--- config.mk ---
export PLATFORM = sky130hd
export DESIGN_NAME = rv32i_control_fsm_flat
export DESIGN_NICKNAME = d
export VERILOG_FILES = /design/src/rtl/rv32i_control_fsm_if.sv /design/src/rtl/rv32i_control_fsm.sv /design/src/flat_wrapper.sv
export SDC_FILE = /design/constraint.sdc
export NUM_CORES = 1
export LEC_CHECK = 0
export CORE_AREA = 10 10 87 89
export CTS_BUF_LIST = sky130_fd_sc_hd__clkbuf_4 sky130_fd_sc_hd__clkbuf_8 sky130_fd_sc_hd__clkbuf_16
export CTS_CLUSTER_SIZE = 10
export DETAILED_ROUTE_END_ITERATION = 16
export DIE_AREA = 0 0 97 99
export GPL_ROUTABILITY_DRIVEN = 0
export PLACE_DENSITY = 0.82
export REMOVE_ABC_BUFFERS = 1
export SETUP_SLACK_MARGIN = 0.15
export SYNTH_ARGS = -nofsm -noshare
export SYNTH_HDL_FRONTEND = slang
export SYNTH_SLANG_ARGS = --single-unit
--- constraint.sdc ---
create_clock -name clk -period 2.8 [get_ports clk]
set_clock_uncertainty 0.15 [all_clocks]
set_input_delay 0.42 -clock clk [delete_from_list [all_inputs] [get_ports clk]]
set_output_delay 0.42 -clock clk [all_outputs]
set_load 0.02 [all_outputs]
--- src/rtl/rv32i_control_fsm_if.sv ---
// Control bundle between the RV32I multi-cycle sequencer and its datapath.
// The sequencer is the master: it consumes the instruction word, the branch
// comparator flags and the memory handshake, and drives every select/enable.
interface rv32i_control_fsm_if;
  logic [31:0] instr;
  logic        br_eq;
  logic        br_lt;
  logic        dmem_ready;

  logic        IRWrite;
  logic        PCWrite;
  logic        PCSel;
  logic        RegWEn;
  logic        ASel;
  logic        BSel;
  logic [3:0]  ALUSel;
  logic [2:0]  ImmSel;
  logic        BrUn;
  logic [1:0]  WBSel;
  logic        MemReq;
  logic        MemRW;
  logic        illegal;
  logic [31:0] instret;

  modport master (
    input  instr, br_eq, br_lt, dmem_ready,
    output IRWrite, PCWrite, PCSel, RegWEn, ASel, BSel, ALUSel, ImmSel,
           BrUn, WBSel, MemReq, MemRW, illegal, instret
  );

  modport slave (
    output instr, br_eq, br_lt, dmem_ready,
    input  IRWrite, PCWrite, PCSel, RegWEn, ASel, BSel, ALUSel, ImmSel,
           BrUn, WBSel, MemReq, MemRW, illegal, instret
  );
endinterface

--- src/rtl/rv32i_control_fsm.sv ---
// Multi-cycle RV32I control sequencer: FETCH/DECODE/EXEC/MEM/WB with a sticky
// TRAP for unsupported encodings. Outputs are decoded from state + instr and
// forced low while rst is high; instret counts cycles with PCWrite asserted.
module rv32i_control_fsm (
  input  logic                 clk,
  input  logic                 rst,
  rv32i_control_fsm_if.master  bus
);

  typedef enum logic [2:0] {FETCH, DECODE, EXEC, MEM, WB, TRAP} state_t;

  typedef enum logic [6:0] {
    OP_R      = 7'b0110011,
    OP_IMM    = 7'b0010011,
    OP_LOAD   = 7'b0000011,
    OP_STORE  = 7'b0100011,
    OP_BRANCH = 7'b1100011,
    OP_JAL    = 7'b1101111,
    OP_JALR   = 7'b1100111,
    OP_LUI    = 7'b0110111,
    OP_AUIPC  = 7'b0010111
  } opcode_t;

  typedef enum logic [3:0] {
    ALU_ADD, ALU_SUB, ALU_SLL, ALU_SLT, ALU_SLTU, ALU_XOR,
    ALU_SRL, ALU_SRA, ALU_OR, ALU_AND, ALU_PASSB
  } alu_t;

  typedef enum logic [2:0] {IMM_I, IMM_S, IMM_B, IMM_U, IMM_J} imm_t;

  state_t      state;
  logic [31:0] count;

  logic [6:0]  opcode;
  logic [2:0]  funct3;
  logic [6:0]  funct7;
  logic [4:0]  rd;

  assign opcode = bus.instr[6:0];
  assign rd     = bus.instr[11:7];
  assign funct3 = bus.instr[14:12];
  assign funct7 = bus.instr[31:25];

  logic is_load, is_store, is_branch, is_jump, legal, taken;
  logic a_sel, b_sel;
  alu_t alu_sel;
  alu_t arith;
  imm_t imm_sel;

  logic ir_write, pc_write, pc_sel, reg_wen, br_un, mem_req, mem_rw, trap;
  logic [1:0] wb_sel;

  // Instruction decode: class flags, legality and the EXEC-phase ALU setup.
  always_comb begin
    case (funct3)
      3'b000:  arith = (opcode == OP_R && funct7[5]) ? ALU_SUB : ALU_ADD;
      3'b001:  arith = ALU_SLL;
      3'b010:  arith = ALU_SLT;
      3'b011:  arith = ALU_SLTU;
      3'b100:  arith = ALU_XOR;
      3'b101:  arith = funct7[5] ? ALU_SRA : ALU_SRL;
      3'b110:  arith = ALU_OR;
      default: arith = ALU_AND;
    endcase

    is_load   = 1'b0;
    is_store  = 1'b0;
    is_branch = 1'b0;
    is_jump   = 1'b0;
    legal     = 1'b1;
    a_sel     = 1'b0;
    b_sel     = 1'b1;
    alu_sel   = ALU_ADD;
    imm_sel   = IMM_I;
    case (opcode)
      OP_R: begin
        b_sel   = 1'b0;
        alu_sel = arith;
        legal   = (funct7 == 7'b0000000) ||
                  (funct7 == 7'b0100000 && (funct3 == 3'b000 || funct3 == 3'b101));
      end
      OP_IMM:   alu_sel = arith;
      OP_LOAD:  is_load = 1'b1;
      OP_STORE: begin
        is_store = 1'b1;
        imm_sel  = IMM_S;
      end
      OP_BRANCH: begin
        is_branch = 1'b1;
        a_sel     = 1'b1;
        imm_sel   = IMM_B;
        legal     = (funct3[2:1] != 2'b01);
      end
      OP_JAL: begin
        is_jump = 1'b1;
        a_sel   = 1'b1;
        imm_sel = IMM_J;
      end
      OP_JALR:  is_jump = 1'b1;
      OP_LUI: begin
        alu_sel = ALU_PASSB;
        imm_sel = IMM_U;
      end
      OP_AUIPC: begin
        a_sel   = 1'b1;
        imm_sel = IMM_U;
      end
      default: begin
        legal = 1'b0;
        b_sel = 1'b0;
      end
    endcase

    // funct3[0] inverts the sense: BNE/BGE/BGEU are the complements.
    taken = funct3[2] ? (bus.br_lt ^ funct3[0]) : (bus.br_eq ^ funct3[0]);
  end

  // Per-state control outputs; EXEC ALU setup stays on through MEM and WB.
  always_comb begin
    ir_write = 1'b0;
    pc_write = 1'b0;
    pc_sel   = 1'b0;
    reg_wen  = 1'b0;
    br_un    = 1'b0;
    mem_req  = 1'b0;
    mem_rw   = 1'b0;
    trap     = 1'b0;
    wb_sel   = 2'd0;
    case (state)
      FETCH:  ir_write = 1'b1;
      DECODE: ;
      EXEC: begin
        if (is_branch) begin
          pc_write = 1'b1;
          pc_sel   = taken;
          br_un    = (funct3[2:1] == 2'b11);
        end
      end
      MEM: begin
        mem_req  = 1'b1;
        mem_rw   = is_store;
        pc_write = is_store && bus.dmem_ready;
      end
      WB: begin
        reg_wen  = (rd != 5'd0);
        wb_sel   = is_load ? 2'd1 : (is_jump ? 2'd2 : 2'd0);
        pc_write = 1'b1;
        pc_sel   = is_jump;
      end
      default: trap = 1'b1;
    endcase
  end

  wire alu_phase = (state == EXEC) || (state == MEM) || (state == WB);

  assign bus.IRWrite = ir_write & ~rst;
  assign bus.PCWrite = pc_write & ~rst;
  assign bus.PCSel   = pc_sel & ~rst;
  assign bus.RegWEn  = reg_wen & ~rst;
  assign bus.ASel    = a_sel & alu_phase & ~rst;
  assign bus.BSel    = b_sel & alu_phase & ~rst;
  assign bus.ALUSel  = (alu_phase && !rst) ? alu_sel : 4'd0;
  assign bus.ImmSel  = ((alu_phase || state == DECODE) && !rst) ? imm_sel : 3'd0;
  assign bus.BrUn    = br_un & ~rst;
  assign bus.WBSel   = rst ? 2'd0 : wb_sel;
  assign bus.MemReq  = mem_req & ~rst;
  assign bus.MemRW   = mem_rw & ~rst;
  assign bus.illegal = trap & ~rst;
  assign bus.instret = rst ? '0 : count;

  // Sequencer state and retired-instruction counter.
  always_ff @(posedge clk) begin
    if (rst) begin
      state <= FETCH;
      count <= '0;
    end else begin
      count <= count + {31'd0, pc_write};
      case (state)
        FETCH:  state <= DECODE;
        DECODE: state <= legal ? EXEC : TRAP;
        EXEC: begin
          if (is_load || is_store) state <= MEM;
          else if (is_branch)      state <= FETCH;
          else                     state <= WB;
        end
        MEM: begin
          if (bus.dmem_ready) state <= is_store ? FETCH : WB;
        end
        WB:      state <= FETCH;
        TRAP:    state <= TRAP;
        default: state <= FETCH;
      endcase
    end
  end

endmodule

--- src/flat_wrapper.sv ---
// flat-port wrapper written by rule: the top's interface ports become plain ports
module rv32i_control_fsm_flat 
  (clk, rst, bus_instr, bus_br_eq, bus_br_lt, bus_dmem_ready, bus_IRWrite, bus_PCWrite, bus_PCSel, bus_RegWEn, bus_ASel, bus_BSel, bus_ALUSel, bus_ImmSel, bus_BrUn, bus_WBSel, bus_MemReq, bus_MemRW, bus_illegal, bus_instret);
  rv32i_control_fsm_if bus_i ();
  input  logic clk;
  input  logic rst;
  input wire logic [$bits(bus_i.instr)-1:0] bus_instr;
  input wire logic [$bits(bus_i.br_eq)-1:0] bus_br_eq;
  input wire logic [$bits(bus_i.br_lt)-1:0] bus_br_lt;
  input wire logic [$bits(bus_i.dmem_ready)-1:0] bus_dmem_ready;
  output wire logic [$bits(bus_i.IRWrite)-1:0] bus_IRWrite;
  output wire logic [$bits(bus_i.PCWrite)-1:0] bus_PCWrite;
  output wire logic [$bits(bus_i.PCSel)-1:0] bus_PCSel;
  output wire logic [$bits(bus_i.RegWEn)-1:0] bus_RegWEn;
  output wire logic [$bits(bus_i.ASel)-1:0] bus_ASel;
  output wire logic [$bits(bus_i.BSel)-1:0] bus_BSel;
  output wire logic [$bits(bus_i.ALUSel)-1:0] bus_ALUSel;
  output wire logic [$bits(bus_i.ImmSel)-1:0] bus_ImmSel;
  output wire logic [$bits(bus_i.BrUn)-1:0] bus_BrUn;
  output wire logic [$bits(bus_i.WBSel)-1:0] bus_WBSel;
  output wire logic [$bits(bus_i.MemReq)-1:0] bus_MemReq;
  output wire logic [$bits(bus_i.MemRW)-1:0] bus_MemRW;
  output wire logic [$bits(bus_i.illegal)-1:0] bus_illegal;
  output wire logic [$bits(bus_i.instret)-1:0] bus_instret;
  assign bus_i.instr = bus_instr;
  assign bus_i.br_eq = bus_br_eq;
  assign bus_i.br_lt = bus_br_lt;
  assign bus_i.dmem_ready = bus_dmem_ready;
  assign bus_IRWrite = bus_i.IRWrite;
  assign bus_PCWrite = bus_i.PCWrite;
  assign bus_PCSel = bus_i.PCSel;
  assign bus_RegWEn = bus_i.RegWEn;
  assign bus_ASel = bus_i.ASel;
  assign bus_BSel = bus_i.BSel;
  assign bus_ALUSel = bus_i.ALUSel;
  assign bus_ImmSel = bus_i.ImmSel;
  assign bus_BrUn = bus_i.BrUn;
  assign bus_WBSel = bus_i.WBSel;
  assign bus_MemReq = bus_i.MemReq;
  assign bus_MemRW = bus_i.MemRW;
  assign bus_illegal = bus_i.illegal;
  assign bus_instret = bus_i.instret;
  rv32i_control_fsm u_core (.clk(clk), .rst(rst), .bus(bus_i));
endmodule
==> impl_metrics.toml, run 1 <==
[sta]
grt_setup_unrepaired = "true"
worst_pin_slew_ns = 0.626
fin_ws_ns = 0.152
max_slew_margin = 0.580
period_share = 0.946
holdWs_ns = 0.356
finalSetupViolCount = 0
layout_min_cycle_time_ns = 2.65
fmax_mhz = 378
hold_viol = 0
slew_viol_final = 0

[floorplan]
die_h_microns = 99
core_area_sq_mm = 0.00585
io_pins = 88
initial_core_util = 0.390
die_area_sq_mm = 0.00960
fp-row-count = 28
die_x_microns = 97

[detailed_routing]
top_layer_used = "met4"
m1WireLength_microns = 2710
drt_iter0_drc = 92
viasPerCell = 5.23
dr.pass1.iters = 4
wl_per_cell_microns = 14.5
drc = 0
dr_wl_met2_microns = 3530
wirelength_microns = 7070
dr_wl_met3_microns = 707
antenna_left = 0
num_vias = 2540

[cts]
clkTransAtPathRegs_ns = 0.07
hold_buffers = 0
ctsLongestPathBuffers = 2
clock-sinks = 35
cts_max_level = 2
insertion_delay_ns = 0.30
numCtsBuffers = 5
tritoncts = "built"
cts_root_buf = "clkbuf_8"

[worst_setup_path]
end_kind = "flip-flop"
critPathLaunchType = "flip-flop"
required_ns = 2.84
cp.arrival_ns = 2.69
cp_max_fo = 5
crit_type = "flip-flop to flip-flop"

[status]
outcome = "complete, no violations"

[global_routing]
grt_pass1_wl_microns = 11900
grt_usage = 0.143
grt_max_degree = 64
grt_pass1_vias = 2555
antenna_found_initial = 0
gr-total-overflow = 0

[cells_and_area]
finalInstanceArea_sq_mm = 0.00362
final.fill_count = 481
antennaDiodeCount = 0
final_nets = 449
utilization = 0.619
drive_above_1_share = 0.214
areaGrowthSynthToFinish_pct = 58.6

[logic_synthesis]
yosys.area.top_type = "dfxtp_1"
yosysMostFrequentCell = "nor2_1"
yosys-top-cells-count = "38 x nor2_1, 36 x nor2b_1, 35 x dfxtp_1, 22 x nand2_1, 21 x xor2_1"
synthArstFlopShare = 0
ys_ff_latch = 35
synth_edf_count = 0
netlist_instances = 303
ys_seq_area_frac = 0.307
syn_area_per_cell_sq_um = 7.54
ys_warn_count = 0
ys_types = 43
synth.area.top_cells = "dfxtp_1 31%, nor2b_1 9.9%, xor2_1 8.1%, nor2_1 6.2%, a21oi_1 3.7%"
synth_area_sq_mm = 0.00228
synth_ff_type = "dfxtp_1"
synth.top_cell.area_share = 0.307

[place]
hpwl_microns = 5080
io_buffers = 77
dpl_cell_area_sq_mm = 0.00332
dp_slack_ns = -0.604

[power_and_ir_drop]
p_leak_nw = 1.39
max-vdd-ir-drop_v = 0.000192
power_mw = 1.23
powerDensity_mw_per_mm2 = 340

[job]
drv_cap = 0

[min_path]
min_path_type = "flip-flop to flip-flop"
## critical path, cell delays in order, from the launching register on
cell	delay [ns]
dfxtp_2	0.32
nand2b_4	0.14
or3_4	0.38
a21o_1	0.21
o21ai_4	0.08
ha_4	0.17
ha_4	0.15
nand2_4	0.06
nor3_4	0.26
buf_6	0.14
buf_6	0.11
and3_4	0.19
xnor2_2	0.11
nor2_1	0.06
## per-stage QoR
| stage | std cells | setup TNS [ns] |
|---|---|---|
| 5_1_grt | 486 | 0 |
| 3_5_place_dp | 468 | -15.83 |
| 2_1_floorplan | 286 | -7.59 |
| 6_report | 486 | 0 |
| 4_1_cts | 480 | 0 |
| 3_3_place_gp | 468 | -13.66 |
## power breakdown
part	internal (mW)	leakage (nW)	switching, mW
clock	0.288	0.0612	0.189
combinational	0.119	1.05	0.120
sequential	0.508	0.283	0.00806
## cell families after synthesis
| family | synth area share |
|---|---|
| AO/OA/AOI/OAI | 0.106 |
| flip-flops | 0.307 |
| AND/OR/NAND/NOR | 0.428 |
| multiplexers | 0.0181 |
| XOR/XNOR | 0.0959 |
| buffers and inverters | 0.0345 |
| adder cells (fa/ha/maj) | 0.0110 |
## flip-flops by register name (all words and copies together) (netlist names)
register	cells
u_core.count	32
u_core.state	3
## path summary, 6_finish.rpt
check	endpoint	startpoint	slack, ns	cells after the start
max reg2reg	u_core.count[10]	u_core.state[2]	0.15	13
min	u_core.count[17]	u_core.count[17]	0.36	2
max	u_core.count[10]	u_core.state[2]	0.15	13
min reg2reg	u_core.count[17]	u_core.count[17]	0.36	2
## cell usage in the layout (no fill, tap or decap), types with 5 or more instances in the layout
cell	synthesis	final
clkdlybuf4s50_1	0	56
nor2_1	38	37
nor2b_1	36	36
buf_4	0	36
dfxtp_1	35	33
nand2_1	22	21
xor2_1	21	21
a21oi_1	17	16
nand3_1	16	14
o21ai_0	12	11
nand4_1	10	10
dlygate4sd2_1	0	8
or3_1	8	7
nand2b_1	7	6
clkbuf_8	0	6
buf_6	0	5
## cell type report
class,count,area [sq um],share of cell area
clock buffers,6,82.6,0.0228
repair buffers,117,1050,0.290
multi-input cells,247,1640,0.454
inverters,4,15.0,0.00415
clock inverters,2,35.0,0.00968
well taps,75,93.8,0.0259
flip-flops and latches,35,703,0.194
## what timing repair did
item	CTS	global route
cloned	1	0
gates resized for setup	58	26
endpoints found under the setup margin	40	29
pin swaps	13	13
setup buffers	3	6
## per-layer routing
layer	global-route usage	vias to the layer above
met5	0	-
met4	0.0488	0
met3	0.0635	14
met2	0.248	91
met1	0.151	1176
li1	-	1259
No activity file was read; power rests on OpenSTA's default activity.
==> inputs of run 2 (changes only) <==
==> config.mk (replaced) <==
export PLATFORM = sky130hd
export DESIGN_NAME = rv32i_control_fsm_flat
export DESIGN_NICKNAME = d
export VERILOG_FILES = /design/src/rtl/rv32i_control_fsm_if.sv /design/src/rtl/rv32i_control_fsm.sv /design/src/flat_wrapper.sv
export SDC_FILE = /design/constraint.sdc
export NUM_CORES = 1
export LEC_CHECK = 0
export CORE_AREA = 10 10 86 88
export CTS_BUF_LIST = sky130_fd_sc_hd__clkbuf_2 sky130_fd_sc_hd__clkbuf_4 sky130_fd_sc_hd__clkbuf_8
export CTS_CLUSTER_SIZE = 10
export DETAILED_ROUTE_END_ITERATION = 16
export DIE_AREA = 0 0 96 98
export GPL_ROUTABILITY_DRIVEN = 0
export PLACE_DENSITY = 0.84
export REMOVE_ABC_BUFFERS = 1
export SETUP_SLACK_MARGIN = 0.15
export SLEW_MARGIN = 10
export SYNTH_ARGS = -nofsm -noshare
export SYNTH_HDL_FRONTEND = slang
export SYNTH_SLANG_ARGS = --single-unit
==> run 2 against run 1 <==
Critical path depth down 7. Sequential power about the same. Register-to-register slack better by 0.13 ns. Fmax up 3.4%. Combinational power about the same. First-iteration DRC count up 23%. Non-clock buffer count unchanged. Via count up 1.2%. Die area down 2.0%. Largest cell class unchanged. Largest power group unchanged.
==> impl_metrics.toml, run 2 (same netlist as run 1, synthesis figures left out) <==
[worst_setup_path]
cp.arrival_ns = 1.99
crit_slowest_cell = "clkdlybuf4s50_1"
crit_buf_inv = 3
cp_cell_sequence = "clkdlybuf4s15_1, nand3b_1, buf_4, or2_2, nor2_1, clkdlybuf4s50_1"
required_ns = 2.23
critPathLaunchType = "primary input"
end_kind = "output port"
crit_type = "primary input to output port"
critPathTopFamily = "buffers and inverters"
cp_max_fo = 4
cpPeakStageDelay_ns = 0.62

[power_and_ir_drop]
p_leak_nw = 1.40
powerDensity_mw_per_mm2 = 326
max-vdd-ir-drop_v = 0.000213
power_mw = 1.16

[detailed_routing]
num_vias = 2570
antenna_left = 0
wirelength_microns = 7100
viasPerCell = 5.29
drc = 0
drt_iter0_drc = 113
wl_per_cell_microns = 14.6
dr.pass1.iters = 4

[place]
io_buffers = 77
dp_slack_ns = -0.683
hpwl_microns = 5300
place_inst = 470
dpl_cell_area_sq_mm = 0.00333

[sta]
slew_viol_final = 0
fmax_mhz = 390
finalSetupViolCount = 0
max_slew_margin = 0.564
worst_pin_slew_ns = 0.649
period_share = 0.915
setup-tns-final_ns = 0
layout_min_cycle_time_ns = 2.56
hold_viol = 0
fin_ws_ns = 0.239
grt_setup_unrepaired = "true"

[cells_and_area]
finalNonFillerCells = 486
mostFrequentLayoutCell = "clkdlybuf4s50_1"
seqCellArea_sq_um = 702
areaGrowthSynthToFinish_pct = 56.3
largest_reg_flops = 32
antennaDiodeCount = 0
multi_input_area_sq_mm = 0.00162
reg_top3 = "u_core.count (32), u_core.state (3)"
finalInstanceArea_sq_mm = 0.00357
final_nets = 449
drive_above_1_share = 0.200
top_register = "u_core.count"
final_cell_mix = "56 x clkdlybuf4s50_1, 39 x buf_4, 37 x nor2_1"
final.fill_count = 500

[floorplan]
io_pins = 88
fp-row-count = 28
die_x_microns = 96
die_h_microns = 98
die_area_sq_mm = 0.00941
initial_core_util = 0.397
core_area_sq_mm = 0.00575

[cts]
hold_buffers = 0
insertion_delay_ns = 0.29
ctsLongestPathBuffers = 2
numCtsBuffers = 5
cts_max_level = 2
tritoncts = "built"
cts_root_buf = "clkbuf_8"
clkTransAtPathRegs_ns = 0.07
clock-sinks = 35

[global_routing]
gr-total-overflow = 0
grt_usage = 0.145
met2_usage = 0.245
grt_use_met3 = 0.0613
antenna_found_initial = 0
grt_max_degree = 73
grt_pass1_vias = 2487
grt_pass1_wl_microns = 11500
met1_usage = 0.163
grt_most_used_layer = "met2"

[min_path]
min_path_type = "flip-flop to flip-flop"

[job]
drv_cap = 0

[status]
outcome = "complete, no violations"
-- run 2: metal layers --
metal / vias to the layer above / part of all wire
li1: 1266 / -
met1: 1192 / 0.39
met2: 106 / 0.49
met3: 6 / 0.10
met4: 0 / 0.0075
met5: - / 0
-- run 2: report_power, final --
part | internal, mW | switching (mW)
clock | 0.234 | 0.174
sequential | 0.507 | 0.00779
combinational | 0.120 | 0.121
total | 0.861 | 0.302
-- run 2: worst paths after layout --
path / end / slack [ns] / depth (start not counted) / start
max reg2reg: u_core.count[10] / 0.28 / 12 / u_core.state[2]
min reg2reg: u_core.count[17] / 0.33 / 2 / u_core.count[17]
max: bus_WBSel[1] / 0.24 / 6 / bus_instr[6]
min: u_core.count[17] / 0.33 / 2 / u_core.count[17]
-- run 2: timing repair --
action                     in CTS  in global routing
resized for setup              50                 17
setup endpoints to repair      43                 28
cloned                          1                  0
pin swaps                      13                 10
buffers inserted                6                  1
-- run 2: final cells by class --
type | instances | area share
clock buffers | 8 | 0.0291
inverters | 4 | 0.00421
multi-input cells | 247 | 0.453
flip-flops and latches | 35 | 0.197
repair buffers | 117 | 0.291
well taps | 75 | 0.0263
-- run 2: through the flow --
stage	utilization	hold slack, ns
CTS	0.616	0.329
global route	0.621	0.363
global placement	0.580	0.312
floorplan	-	0.296
finish	0.621	0.333
detailed placement	0.580	0.319
-- run 2: tightest hold or removal path: stages, from the launching register on --
cell     delay (ns)
dfxtp_1        0.33
nand2_1        0.06
a21oi_1        0.05
